===== src/rtl/chacha_pkg.sv =====
// Shared ChaCha20 block types and byte-packing helpers used by the block
// serialiser and deserialiser.
package chacha_pkg;

    localparam int BLOCK_BYTES   = 64;
    localparam int WORDS_PER_ROW = 4;
    localparam int BLOCK_BITS    = BLOCK_BYTES * 8;

    typedef logic [31:0] word_t;
    typedef word_t [3:0][3:0] block_t;

    typedef enum logic {
        COLLECT = 1'b0,
        PENDING = 1'b1
    } asm_state_t;

    function automatic block_t fill_block(input logic [7:0] value);
        return block_t'({BLOCK_BYTES{value}});
    endfunction

    // Packed layout already puts [0][0] at the bottom, so byte n of the
    // RFC 8439 little-endian stream sits at flat bits [8n +: 8].
    function automatic block_t put_byte(input block_t blk, input logic [5:0] idx,
                                        input logic [7:0] value);
        logic [BLOCK_BITS-1:0] flat;
        flat = blk;
        flat[{idx, 3'b000} +: 8] = value;
        return block_t'(flat);
    endfunction

endpackage


===== src/rtl/chacha_block_slot.sv =====
// Single-entry output holding register with valid/ready; reports to the
// producer whether it can accept a new block on the coming edge.
module chacha_block_slot (
    input  logic               clk,
    input  logic               rst,
    input  logic               load,
    input  chacha_pkg::block_t load_block,
    input  logic [6:0]         load_len,
    input  logic               load_last,
    input  logic               out_ready,
    output chacha_pkg::block_t out_block,
    output logic               out_valid,
    output logic [6:0]         out_len,
    output logic               out_last,
    output logic               free
);

    assign free = !out_valid || out_ready;

    // NOTE: sequential state uses non-blocking assignments only, so every
    // register samples the pre-edge values of its neighbours.
    always_ff @(posedge clk) begin
        if (rst) begin
            out_valid <= 1'b0;
            out_block <= '0;
            out_len   <= '0;
            out_last  <= 1'b0;
        end else if (load) begin
            out_valid <= 1'b1;
            out_block <= load_block;
            out_len   <= load_len;
            out_last  <= load_last;
        end else if (out_ready) begin
            out_valid <= 1'b0;
        end
    end

endmodule


===== src/rtl/chacha_block_deserialiser.sv =====
// Packs a valid/ready byte stream into 64-byte ChaCha20 blocks, closing early
// on in_last and holding a finished block while the output slot is busy.
module chacha_block_deserialiser #(
    parameter logic [7:0] PAD_BYTE    = 8'h00,
    parameter int         BLOCK_BYTES = 64
) (
    input  logic               clk,
    input  logic               rst,
    input  logic [7:0]         in_byte,
    input  logic               in_valid,
    input  logic               in_last,
    output logic               in_ready,
    output chacha_pkg::block_t out_block,
    output logic               out_valid,
    input  logic               out_ready,
    output logic [6:0]         out_len,
    output logic               out_last
);

    import chacha_pkg::*;

    asm_state_t state_q, state_d;
    logic [5:0] cnt_q;
    block_t     asm_q;
    block_t     asm_wr;
    logic [6:0] pend_len_q;
    logic       pend_last_q;

    logic       accept;
    logic       close;
    logic       slot_free;
    logic       load;
    block_t     load_block;
    logic [6:0] load_len;
    logic       load_last;

    assign accept = in_valid && in_ready;
    assign close  = accept && ((cnt_q == 6'(BLOCK_BYTES - 1)) || in_last);
    assign asm_wr = put_byte(asm_q, cnt_q, in_byte);

    always_ff @(posedge clk) begin
        if (rst) state_q <= COLLECT;
        else     state_q <= state_d;
    end

    // NOTE: every signal driven from always_comb gets a default first so no
    // path through the case statement can infer a latch.
    always_comb begin
        state_d = state_q;
        unique case (state_q)
            COLLECT: if (close && !slot_free) state_d = PENDING;
            PENDING: if (slot_free)           state_d = COLLECT;
            default: state_d = COLLECT;
        endcase
    end

    // A closing byte is merged on the fly so it reaches the slot on its own edge.
    always_comb begin
        in_ready   = 1'b0;
        load       = 1'b0;
        load_block = asm_wr;
        load_len   = {1'b0, cnt_q} + 7'd1;
        load_last  = in_last;
        unique case (state_q)
            COLLECT: begin
                in_ready = !rst;
                load     = close && slot_free;
            end
            PENDING: begin
                load       = slot_free;
                load_block = asm_q;
                load_len   = pend_len_q;
                load_last  = pend_last_q;
            end
            default: ;
        endcase
    end

    // NOTE: the assembly register is reset to PAD rather than left unknown,
    // because unwritten lanes of a short block are visible at the output.
    always_ff @(posedge clk) begin
        if (rst) begin
            cnt_q       <= '0;
            asm_q       <= fill_block(PAD_BYTE);
            pend_len_q  <= '0;
            pend_last_q <= 1'b0;
        end else begin
            if (accept) cnt_q <= close ? 6'd0 : cnt_q + 6'd1;

            if (load)        asm_q <= fill_block(PAD_BYTE);
            else if (accept) asm_q <= asm_wr;

            if (close) begin
                pend_len_q  <= {1'b0, cnt_q} + 7'd1;
                pend_last_q <= in_last;
            end
        end
    end

    chacha_block_slot u_slot (
        .clk       (clk),
        .rst       (rst),
        .load      (load),
        .load_block(load_block),
        .load_len  (load_len),
        .load_last (load_last),
        .out_ready (out_ready),
        .out_block (out_block),
        .out_valid (out_valid),
        .out_len   (out_len),
        .out_last  (out_last),
        .free      (slot_free)
    );

endmodule


===== config.mk =====
export PLATFORM = sky130hd
export DESIGN_NAME = chacha_block_deserialiser
export DESIGN_NICKNAME = d
export VERILOG_FILES = /design/src/rtl/chacha_pkg.sv /design/src/rtl/chacha_block_slot.sv /design/src/rtl/chacha_block_deserialiser.sv
export SDC_FILE = /design/constraint.sdc
export NUM_CORES = 2
export LEC_CHECK = 0
export CAP_MARGIN = 20
export CORE_ASPECT_RATIO = 0.9
export CORE_MARGIN = 4
export CORE_UTILIZATION = 40
export DETAILED_ROUTE_END_ITERATION = 7
export HOLD_SLACK_MARGIN = 0.15
export PLACE_DENSITY = 0.73
export SYNTH_ARGS = -nofsm -noshare
export SYNTH_HDL_FRONTEND = slang
export SYNTH_SLANG_ARGS = --single-unit

===== constraint.sdc =====
create_clock -name clk -period 4 [get_ports clk]
set_input_delay 0.8 -clock clk [delete_from_list [all_inputs] [get_ports clk]]
set_output_delay 0.8 -clock clk [all_outputs]
set_load 0.01 [all_outputs]

==> reports/results.ini <==
[cts]
cts_sinks=1048
ctsHoldBuffers=0
htree_levels=3
clock_latency_ns=0.70
cts_buffer_depth=3
clk_pin_slew_ns=0.06
postCtsSetupRepairBufs=0
ctsResizeCount=0
cts_made_buffers=106
root_buffer=clkbuf_16
cts_tree=built

[synth]
netlist_area_mm2=0.0423
synth_top_area_share_pct=49.7
synthFlopType=dfxtp_1
synth_area_leaders=dfxtp_1 50%, nand2_1 7.0%, mux2i_1 6.9%
synth_seq_cells=1048
synth_edf_count=0
avgSynthCellArea_um2=8.70
async_flop_share_pct=0
yosys_warnings=0
yosysTopAreaCell=dfxtp_1
yosysSeqAreaShare_pct=49.7
syn_nets=4875
syn_inst=4858
synth_cell_types=73

[final_layout]
syn_to_final_growth_pct=25.3
fillers=9620
multi_input_area_mm2=0.0195
drive_gt1_share_pct=8.66
nNetsFinal=5250
seq_area_mm2=0.0210
fin_cells=6683

[run_status]
outcome=complete, no violations

[grt]
grt_overflow=0
antenna_found_initial=5
grt_pass1_wl_mm=238
grt_usage_pct=27.7
grt_pass1_vias=37100
grt_max_degree=113

[floorplan]
row_count=112
die_area_mm2=0.111
die_height_um=316
ioPinCount=535
coreArea_mm2=0.104
die_x_um=351
start_util_pct=40.5

[sta]
hold_viol_final=0
clock.fmax_ghz=0.277
setup_viol=0
max_slew_margin_pct=21.5
tns_ns=0
period_minus_slack_ns=3.61
skew_ns=0.0312
drv_slew=0
worstMarginPinSlew_ns=1.17
rsz0062_at_grt=false
min_period_over_period_pct=90.3

[routing]
drc=0
vias_per_cell=6.06
drtAntennaViolNets=0
routedWlPerCell_um=24.2
routed_wl_mm=162
drtPass1Iterations=6
drt_iter0_markers=4904
vias=40500

[worst_setup_path]
crit_path_frequent_cell=buf_4
required_ns=4.56
critPathTopFamily=compound AO/OA/AOI/OAI gates
cp.depth=8
cp-end-kind=register
critPathKind=register to register
reg2regPathDepth=8
crit_fanout=25
start_kind=register
slowest_delay_ns=0.74
crit_path_top_delay_cell=a32o_1
path_cells=inv_2 > ha_1 > buf_4 > nor4b_1 > buf_4 > a32o_1 > o211ai_1 > o311ai_0
cp.arrival_ns=4.17
crit_buf_inv=3

[pwr]
vdd_drop_max_mv=0.309
power.leakage_nw=17.8
powerDensity_mw_per_mm2=407

[placement]
dp_cells=6485
portBuffers=534
hpwl_mm=111
place_congestion=0.912

[hold_path]
hp-class=register to register
worstHoldPathCells=2

[job]
maxCapViolations=0

-- cell usage in the layout, fill, tap and decap left out, types with 4 or more instances in the layout --
cell type and n:
a21oi_1 272, o2111ai_1 18, a211oi_2 4, o31ai_1 72, o32ai_2 9, o21ai_0 465, a21oi_2 4, nor2_1 122
o311ai_0 159, o211ai_1 330, o21ai_1 5, inv_6 4, clkinv_2 11, nor3_2 5, dfxtp_1 1048, buf_12 27
or3_1 4, bufinv_16 5, nor2b_1 5, and3_1 39, nand4_1 43, buf_2 8, nand3_1 544, clkbuf_8 32
a21o_1 6, clkbuf_1 24, clkdlybuf4s50_1 526, a211oi_1 11, clkbuf_16 109, buf_4 172, nand2b_1 16, nand2_1 789
nor3_1 12, mux2i_1 291, or2_0 4, ha_1 4, or2_2 34
-- registers in the layout (all words and copies together) (netlist names) --
name / cells
asm_q: 512
u_slot.out_block: 512
pend_len_q: 7
u_slot.out_len: 7
cnt_q: 6
pend_last_q: 1
state_q: 1
u_slot.out_last: 1
u_slot.out_valid: 1
-- area by class of cell --
type,instances,share of cell area [%]
well taps,1368,3.23
clock buffers,165,6.16
diodes,1,0.00473
repair buffers,733,13.5
flip-flops and latches,1048,39.6
inverters,5,0.0355
multi-input cells,3339,36.9
clock inverters,24,0.515
-- path summary, 6_finish.rpt --
| path | from | end | slack [ns] |
|---|---|---|---|
| setup / recovery | cnt_q[0] | u_slot.out_block[255] | 0.39 |
| hold reg to reg | u_slot.out_block[93] | u_slot.out_block[93] | 0.45 |
| setup reg to reg | cnt_q[0] | u_slot.out_block[255] | 0.39 |
| hold / removal | u_slot.out_block[93] | u_slot.out_block[93] | 0.45 |
-- synth_stat cells (5+ instances only) --
cell type and instances:
a211oi_1 11, a21o_1 7, a21oi_1 275, and3_1 39, buf_1 55, buf_2 27
clkbuf_1 379, dfxtp_1 1048, mux2i_1 291, nand2_1 789, nand2b_1 16, nand3_1 544
nand4_1 43, nor2_1 123, nor2b_1 6, nor3_1 15, o2111ai_1 18, o211ai_1 330
o21ai_0 466, o311ai_0 159, o31ai_1 72, o32ai_2 9, or2_2 34, or3_1 5
-- power breakdown --
group,internal (W),leakage [nW],switching [W]
Combinational,0.000184,7.64,0.000756
Sequential,0.0104,8.44,0.00000752
Clock,0.00589,1.74,0.00425
Total,0.0165,17.8,0.00502
-- metal layers --
metal  up-vias  part of all wire [%]  global-route usage (%)  wire, um
met5         -                 0.024                   0.130        39
met2      2173                    41                    39.3     66800
met1     19500                    42                    38.9     68400
met4         6                   5.3                    13.0      8600
met3       425                    11                    7.71     17800
li1      18400                     -                       -         -
-- logic make-up after synthesis --
kind of cell    share of synthesized area, %
fa+ha+maj                              0.118
mux                                     6.96
xor+xnor                               0.145
simple gates                            17.7
compound gates                          21.1
flops                                   49.7
buf+inv                                 4.34
-- through the flow --
stage / hold slack (ns) / total power (W) / util [%] / worst slack (ns) / instance area [um2]
2_1_floorplan: 0.435 / 0.0112 / - / 0.489 / 42300
3_3_place_gp: 0.436 / 0.0116 / 47.3 / 0.431 / 49300
3_5_place_dp: 0.442 / 0.0116 / 47.3 / 0.403 / 49300
4_1_cts: 0.453 / 0.0216 / 50.7 / 0.500 / 52900
5_1_grt: 0.469 / 0.0221 / 50.8 / 0.221 / 52900
6_report: 0.452 / 0.0215 / 50.8 / 0.389 / 52900
-- worst reg2reg max path, delay by kind of cell (launching register included) --
| family | cells | cell delay [ns] |
|---|---|---|
| adders and majority gates | 1 | 0.21 |
| and+or+nand+nor | 1 | 0.29 |
| buffers and inverters | 3 | 0.71 |
| DFF | 1 | 0.32 |
| AOI/OAI and AO/OA | 3 | 1.98 |
No activity file was read; power rests on OpenSTA's default activity.
